--- src/rtl/song_sequencer_pkg.sv ---
// Shared state encoding, ROM entry layout and reserved codes for the song sequencer.
package song_sequencer_pkg;

    typedef enum logic [1:0] {
        ST_IDLE = 2'd0,
        ST_NOTE = 2'd1,
        ST_GAP  = 2'd2,
        ST_DONE = 2'd3
    } seq_state_e;

    localparam int TONE_W  = 2;
    localparam int NOTE_W  = 3;
    localparam int LEN_W   = 2;
    localparam int ENTRY_W = TONE_W + NOTE_W + LEN_W;

    localparam logic [NOTE_W-1:0] NOTE_REST = 3'b111;
    localparam logic [TONE_W-1:0] TONE_END  = 2'b11;
    localparam logic [TONE_W-1:0] TONE_MID  = 2'b01;

    typedef struct packed {
        logic [TONE_W-1:0] tone;
        logic [NOTE_W-1:0] note;
        logic [LEN_W-1:0]  len;
    } song_entry_t;

    localparam logic [ENTRY_W-1:0] END_ENTRY = {TONE_END, NOTE_REST, 2'b00};

    function automatic logic is_end_marker(input song_entry_t e);
        return (e.tone == TONE_END);
    endfunction

endpackage

--- src/rtl/song_rom.sv ---
// Combinational song table: index -> {tone, note, len}. SONG_SEL 0 is the main
// melody, SONG_SEL 1 a short jingle; addresses past the tune read as end markers.
module song_rom
    import song_sequencer_pkg::*;
#(
    parameter int ROM_DEPTH = 32,
    parameter int SONG_SEL  = 0
) (
    input  logic [$clog2(ROM_DEPTH)-1:0] i_index,
    output logic [6:0]                   o_entry
);

    logic [5:0] w_addr;

    assign w_addr = 6'(i_index);

    // Table lookup; entry layout is {tone[1:0], note[2:0], len[1:0]}
    always_comb begin
        o_entry = END_ENTRY;
        if (SONG_SEL != 0) begin
            case (w_addr)
                6'd0:    o_entry = {2'b01, 3'b100, 2'b00};
                6'd1:    o_entry = {2'b10, 3'b000, 2'b01};
                6'd2:    o_entry = {2'b00, 3'b010, 2'b00};
                default: o_entry = END_ENTRY;
            endcase
        end else begin
            case (w_addr)
                6'd0:    o_entry = {2'b01, 3'b000, 2'b00};
                6'd1:    o_entry = {2'b01, 3'b010, 2'b10};
                6'd2:    o_entry = {2'b01, 3'b100, 2'b01};
                6'd3:    o_entry = {2'b10, 3'b001, 2'b00};
                6'd4:    o_entry = {2'b00, 3'b110, 2'b11};
                6'd5:    o_entry = {2'b01, 3'b011, 2'b01};
                6'd6:    o_entry = {2'b10, 3'b101, 2'b00};
                6'd7:    o_entry = {2'b01, 3'b000, 2'b10};
                default: o_entry = END_ENTRY;
            endcase
        end
    end

endmodule

--- src/rtl/song_sequencer.sv ---
// Song sequencer: plays ROM entries beat by beat with GAP_BEATS rests after each note.
// Build option: define SONG_LOOP_EN to restart from entry 0 at the end instead of stopping in DONE.
module song_sequencer
    import song_sequencer_pkg::*;
#(
    parameter int ROM_DEPTH = 32,
    parameter int GAP_BEATS = 1,
    parameter int SONG_SEL  = 0
) (
    input  logic       sysclk,
    input  logic       rst,
    input  logic       beat_tick,
    input  logic       play_en,
    input  logic       pause,
    output logic [2:0] note_code,
    output logic [1:0] tone_out,
    output logic       busy,
    output logic       song_done
);

    localparam int                IDX_W    = $clog2(ROM_DEPTH);
    localparam logic [IDX_W-1:0]  LAST_IDX = IDX_W'(ROM_DEPTH - 1);
    localparam logic [LEN_W-1:0]  GAP_LOAD = (GAP_BEATS > 0) ? LEN_W'(GAP_BEATS - 1) : 2'b00;

    seq_state_e          r_state;
    seq_state_e          w_state_nxt;
    logic [IDX_W-1:0]    r_index;
    logic [IDX_W-1:0]    w_index_nxt;
    logic [IDX_W-1:0]    w_next_idx;
    logic [LEN_W-1:0]    r_beat_cnt;
    logic [LEN_W-1:0]    w_beat_nxt;
    logic [NOTE_W-1:0]   r_note;
    logic [NOTE_W-1:0]   w_note_nxt;
    logic [TONE_W-1:0]   r_tone;
    logic [TONE_W-1:0]   w_tone_nxt;
    logic                r_busy;
    logic                r_done;
    logic                w_done_nxt;
    logic                w_step;
    logic                w_restart;
    logic                w_last;
    logic [ENTRY_W-1:0]  w_first_raw;
    logic [ENTRY_W-1:0]  w_next_raw;
    song_entry_t         w_first;
    song_entry_t         w_next;

    assign w_next_idx = r_index + 1'b1;
    assign w_first    = w_first_raw;
    assign w_next     = w_next_raw;

    // Entry 0 is read on its own port so a loop restart can load it in the same cycle as the end check
    song_rom #(
        .ROM_DEPTH (ROM_DEPTH),
        .SONG_SEL  (SONG_SEL)
    ) u_rom_first (
        .i_index (LAST_IDX ^ LAST_IDX),
        .o_entry (w_first_raw)
    );

    song_rom #(
        .ROM_DEPTH (ROM_DEPTH),
        .SONG_SEL  (SONG_SEL)
    ) u_rom_next (
        .i_index (w_next_idx),
        .o_entry (w_next_raw)
    );

    // Next-state/next-output decode; entry loads requested by the state case are resolved afterwards
    always_comb begin
        w_state_nxt = r_state;
        w_index_nxt = r_index;
        w_beat_nxt  = r_beat_cnt;
        w_note_nxt  = r_note;
        w_tone_nxt  = r_tone;
        w_done_nxt  = 1'b0;
        w_step      = 1'b0;
        w_restart   = 1'b0;
        w_last      = (r_index == LAST_IDX) || is_end_marker(w_next);

        if (!play_en) begin
            w_state_nxt = ST_IDLE;
            w_index_nxt = {IDX_W{1'b0}};
            w_beat_nxt  = 2'b00;
            w_note_nxt  = NOTE_REST;
            w_tone_nxt  = TONE_MID;
        end else if (pause) begin
            w_state_nxt = r_state;
        end else begin
            case (r_state)
                ST_IDLE: begin
                    w_restart = 1'b1;
                end
                ST_NOTE: begin
                    if (!beat_tick) begin
                        w_beat_nxt = r_beat_cnt;
                    end else if (r_beat_cnt != 2'b00) begin
                        w_beat_nxt = r_beat_cnt - 2'b01;
                    end else if (GAP_BEATS == 0) begin
                        w_step = 1'b1;
                    end else begin
                        w_state_nxt = ST_GAP;
                        w_beat_nxt  = GAP_LOAD;
                        w_note_nxt  = NOTE_REST;
                    end
                end
                ST_GAP: begin
                    if (!beat_tick) begin
                        w_beat_nxt = r_beat_cnt;
                    end else if (r_beat_cnt != 2'b00) begin
                        w_beat_nxt = r_beat_cnt - 2'b01;
                    end else begin
                        w_step = 1'b1;
                    end
                end
                ST_DONE: begin
                    w_state_nxt = ST_DONE;
                end
                default: begin
                    w_state_nxt = ST_IDLE;
                end
            endcase
        end

        // Advance past the current entry: either the song ends or the next entry starts sounding now
        case ({w_step, w_last})
            2'b11: begin
                w_done_nxt = 1'b1;
`ifdef SONG_LOOP_EN
                w_restart  = 1'b1;
`else
                w_state_nxt = ST_DONE;
                w_note_nxt  = NOTE_REST;
`endif
            end
            2'b10: begin
                w_state_nxt = ST_NOTE;
                w_index_nxt = w_next_idx;
                w_beat_nxt  = w_next.len;
                w_note_nxt  = w_next.note;
                w_tone_nxt  = w_next.tone;
            end
            default: begin
                w_step = 1'b0;
            end
        endcase

        case ({w_restart, is_end_marker(w_first)})
            2'b11: begin
                w_state_nxt = ST_DONE;
                w_index_nxt = {IDX_W{1'b0}};
                w_note_nxt  = NOTE_REST;
                w_done_nxt  = 1'b1;
            end
            2'b10: begin
                w_state_nxt = ST_NOTE;
                w_index_nxt = {IDX_W{1'b0}};
                w_beat_nxt  = w_first.len;
                w_note_nxt  = w_first.note;
                w_tone_nxt  = w_first.tone;
            end
            default: begin
                w_restart = 1'b0;
            end
        endcase
    end

    // State register and registered outputs
    always_ff @(posedge sysclk) begin
        if (rst) begin
            r_state    <= ST_IDLE;
            r_index    <= {IDX_W{1'b0}};
            r_beat_cnt <= 2'b00;
            r_note     <= NOTE_REST;
            r_tone     <= TONE_MID;
            r_busy     <= 1'b0;
            r_done     <= 1'b0;
        end else begin
            r_state    <= w_state_nxt;
            r_index    <= w_index_nxt;
            r_beat_cnt <= w_beat_nxt;
            r_note     <= w_note_nxt;
            r_tone     <= w_tone_nxt;
            r_busy     <= (w_state_nxt == ST_NOTE) || (w_state_nxt == ST_GAP);
            r_done     <= w_done_nxt;
        end
    end

    assign note_code = r_note;
    assign tone_out  = r_tone;
    assign busy      = r_busy;
    assign song_done = r_done;

endmodule

--- config.mk ---
export PLATFORM = sky130hd
export DESIGN_NAME = song_sequencer
export DESIGN_NICKNAME = d
export VERILOG_FILES = /design/src/rtl/song_sequencer_pkg.sv /design/src/rtl/song_rom.sv /design/src/rtl/song_sequencer.sv
export SDC_FILE = /design/constraint.sdc
export NUM_CORES = 1
export LEC_CHECK = 0
export ABC_AREA = 1
export CORE_ASPECT_RATIO = 0.6
export CORE_MARGIN = 1.5
export CORE_UTILIZATION = 55
export CTS_CLUSTER_DIAMETER = 30
export DETAILED_ROUTE_END_ITERATION = 8
export GPL_ROUTABILITY_DRIVEN = 1
export PLACE_DENSITY = 0.88
export SYNTH_ARGS = -nofsm -noshare
export SYNTH_HDL_FRONTEND = slang
export SYNTH_HIERARCHICAL = 1
export SYNTH_SLANG_ARGS = --single-unit
--- constraint.sdc ---
create_clock -name sysclk -period 3.5 [get_ports sysclk]
set_input_delay 1.05 -clock sysclk [delete_from_list [all_inputs] [get_ports sysclk]]
set_output_delay 1.05 -clock sysclk [all_outputs]
set_load 0.02 [all_outputs]
==> summary.md <==
| Metric | Value |
|---|---|
| Relative slew slack | 0.5343 |
| R2R cell count | 12 |
| Worst-case vdd ir drop | 0.1279 mV |
| Leakage power of the design | 0.8188 nW |
| Detailed-route DRC error count | 0 |
| Clock root buffer master | sky130_fd_sc_hd__clkbuf_8 |
| Max Cap Viol | 0 |
| Total Power Consumption | 0.0004640 W |
| # fillers | 203 |
| End point of the critical path | r_index[3] |
| Total gr overflow | 0 |
| Synth Warn # | 6 |
| Starting utilization of the core area | 0.6070 |
| Area enclosed by the die boundary | 0.002795 mm2 |
| Drt initial violations | 105 |
| End of the worst register-to-register path | r_index[3] |
| FMAX | 0.4018 GHz |
| Largest clock skew in the final design | 0.0009407 ns |
| Initial antenna violation count | 0 |
| Unrepaired setup endpoints after global routing | false |
| Dominant cell type by count on the critical path | sky130_fd_sc_hd__nand2_1 |
| Dpl cell area | 0.001540 mm2 |
| Crit-path slowest cell | sky130_fd_sc_hd__xor2_1 |
| Start point of the worst min-delay path | note_code[1] |
| Number of nets in the finished design | 251 |
| Critical Path Source Type | register |
| Clock Pin Slew Worst Setup and Hold Paths | 0.06 ns |
| Worst Slack Setup Final | 1.011 ns |
| Met3 Routed Length | 198 um |
| Flop and latch count out of synthesis | 16 |
| Total Negative Setup Slacks | 0 ns |
| Number of distinct library cell variants in the gate-level netlist after synthesis | 30 |
| TritonCTS Buffers | 3 |
| Number of optimization iterations in the first detailed-route pass | 4 |
| Final weighted congestion in routability-driven placement | 0.8161 |
| Area of the placeable core | 0.002245 mm2 |
| Global router's overall resource usage | 0.2268 |
| Number of setup violations in the final report | 0 |
| P&R area growth vs syn | 17.08% |
| CP required | 3.69 ns |
| Ratio of final minimum period to clock period | 0.7111 |
| Crit Path Max Fanout | 10 |
| Worst setup startpoint | r_index[0] |
| Vert. Die Dim | 41.56 um |
| Die span in x | 67.26 um |
| WP data arrival | 2.67 ns |
| # rows | 13 |
| Number of instances in the synthesized netlist | 206 |
| Maximum number of buffers from clock root to sink | 2 |
| Total detailed-routing wirelength | 2923 um |
| Total count of max-transition violations in the final report | 0 |
| Routed length on met2 | 1201 um |
| CTS tree | built |
| Routed length on met1 | 1485 um |
| Register-to-register path setup slack | 1.01 ns |
| Largest stage delay on the critical path | 0.58 ns |
| Post_cts resized | 0 |
| Launch instance of the worst register-to-register path | r_index[0] |
| Fraction of final layout cells sized beyond drive strength 1 | 0.1336 |
| H-tree levels | 1 |
| Clock network latency to the later pin of the worst-skew pair | 0.25 ns |
| Antenna diode count | 0 |
| Top metal layer carrying routed signals | met4 |
| Post-CTS Repair Setup Buffers | 0 |
| Worst slew pin tran | 0.6962 ns |
| Via count of the first global-routing pass | 1,035 |
| Number of I/O port buffers | 11 |
| First-pass GRT wire length | 4754 um |
| Post-Layout Inst Area | 0.001595 mm2 |
| Ordered cell list for the critical path | ha_1 > xor2_1 > nand2_1 > nand3_1 > nand2_1 > nand2_1 > clkinv_1 > nand3_4 > nand2_1 > inv_2 > nand2_1 > a21oi_1 |
| Crit path capture type | register |
| Mapped Avg Cell Area | 6.614 um2 |
| Total number of vias | 1,313 |
| Register area share after synthesis | 0.2351 |
| HPWL after detailed placement | 2248 um |
| Result of the run | completed |
| Startpoint-to-endpoint class of the critical path | register to register |
| Path type of the worst min-delay path | register to register |
| Placement-stage worst setup slack | 0.8669 ns |
| Final ANT Viol Nets | 0 |
| Number of hold violations in the final report | 0 |
| Power density normalized to cell area | 290.9 mW/mm2 |
| Leading cell type in the layout, fill and taps excluded | sky130_fd_sc_hd__nand2_1 |
| Post-synthesis cell area | 0.001363 mm2 |
| Count of boundary I/O pins | 12 |
| Mean number of vias per cell | 5.011 |
| WL per Instance | 11.16 um |
| Number of clock sinks | 16 |
| Most frequent cells in the layout | sky130_fd_sc_hd__nand2_1 (47), sky130_fd_sc_hd__nor2_1 (27), sky130_fd_sc_hd__nand3_1 (24), sky130_fd_sc_hd__inv_1 (20), sky130_fd_sc_hd__dfxtp_1 (16) |
| Largest net degree at the start of global routing | 11 |
| Final critical path time including I/O delays and setup | 2.489 ns |
| Number of hold buffers added after CTS | 0 |
-- sequential cells by signal (all words and copies together), names as in the netlist --
register and cells:
busy 1, note_code 3, r_beat_cnt 2, r_index 5, r_state 2, song_done 1
tone_out 2
-- critical path: cells and delay by family (launching register included) --
| kind | cells | cell delay [ns] |
|---|---|---|
| compound gates | 1 | 0.12 |
| flops | 1 | 0.36 |
| buf+inv | 2 | 0.37 |
| simple gates | 7 | 0.81 |
| fa+ha+maj | 1 | 0.19 |
| xor+xnor | 1 | 0.58 |
-- cell families (layout without fill, tap and decap cells) --
family / after synthesis / in the layout / synth area share
simple gates: 121 / 121 / 0.4343
buf+inv: 28 / 41 / 0.08999
compound gates: 25 / 25 / 0.1056
flops: 16 / 16 / 0.2351
fa+ha+maj: 13 / 13 / 0.1194
xor+xnor: 2 / 2 / 0.01286
other cells: 1 / 14 / 0.002752
-- layout make-up --
| type | instances | area [um2] | area share |
|---|---|---|---|
| inverter | 25 | 96.34 | 0.06039 |
| timing repair buffer | 12 | 117.6 | 0.07373 |
| clock buffer | 4 | 55.05 | 0.03451 |
| sequential | 16 | 320.3 | 0.2008 |
| multi-input combinational | 175 | 968.4 | 0.6071 |
| tap | 30 | 37.54 | 0.02353 |
-- report_power, final --
| part | total, W | switching, W | internal (W) |
|---|---|---|---|
| clock network | 0.000167 | 0.0000671 | 0.000100 |
| logic | 0.000101 | 0.0000627 | 0.0000379 |
| registers | 0.000196 | 0.00000611 | 0.000190 |
-- cell usage after synthesis --
library cell / number / area, um2
sky130_fd_sc_hd__a21boi_1: 1 / 7.510
sky130_fd_sc_hd__nand2_4: 2 / 22.52
sky130_fd_sc_hd__a21oi_1: 12 / 60.06
sky130_fd_sc_hd__dfxtp_1: 16 / 320.3
sky130_fd_sc_hd__nand3_2: 1 / 10.01
sky130_fd_sc_hd__o21a_1: 1 / 7.510
sky130_fd_sc_hd__inv_1: 20 / 75.07
sky130_fd_sc_hd__nor2_2: 4 / 25.02
sky130_fd_sc_hd__nand4_1: 2 / 12.51
sky130_fd_sc_hd__buf_6: 2 / 22.52
sky130_fd_sc_hd__o21bai_1: 1 / 7.510
sky130_fd_sc_hd__nand3_4: 1 / 17.52
sky130_fd_sc_hd__o21ai_0: 5 / 25.02
sky130_fd_sc_hd__clkinv_1: 1 / 3.750
sky130_fd_sc_hd__nand2_1: 47 / 176.4
sky130_fd_sc_hd__o21ai_1: 1 / 5.000
sky130_fd_sc_hd__a31oi_1: 1 / 6.260
sky130_fd_sc_hd__nand3_1: 24 / 120.1
sky130_fd_sc_hd__ha_1: 13 / 162.7
sky130_fd_sc_hd__nor2_1: 27 / 101.4
sky130_fd_sc_hd__xor2_1: 2 / 17.52
sky130_fd_sc_hd__nand2_2: 7 / 43.79
sky130_fd_sc_hd__conb_1: 1 / 3.750
sky130_fd_sc_hd__or2_1: 1 / 6.260
sky130_fd_sc_hd__inv_2: 3 / 11.26
sky130_fd_sc_hd__inv_4: 1 / 6.260
sky130_fd_sc_hd__o21ai_2: 2 / 17.52
sky130_fd_sc_hd__o211ai_1: 1 / 7.510
sky130_fd_sc_hd__buf_1: 1 / 3.750
sky130_fd_sc_hd__nor2_4: 5 / 56.30
-- worst min-delay path by stage --
stage | endpoint | slack [ns] | depth (start not counted)
2_1_floorplan | r_index[3] | 0.44 | 2
3_3_place_gp | r_index[3] | 0.45 | 2
3_5_place_dp | note_code[1] | 0.46 | 2
4_1_cts | r_index[3] | 0.47 | 2
5_1_grt | note_code[2] | 0.50 | 2
6_report | note_code[1] | 0.48 | 2
-- through the flow --
stage | hold WS, ns | utilization | instances
2_1_floorplan | 0.4390 | - | 219
3_3_place_gp | 0.4517 | 0.6862 | 258
3_5_place_dp | 0.4587 | 0.6862 | 258
4_1_cts | 0.4743 | 0.7107 | 262
5_1_grt | 0.5007 | 0.7107 | 262
6_report | 0.4793 | 0.7107 | 262
-- metal layers --
metal,vias to the layer above,track usage
met3,5,0.07859
met4,0,0.07347
met5,-,0
met2,42,0.3050
li1,696,-
met1,570,0.3328
Note: power is estimated with default switching activity, not from simulation.
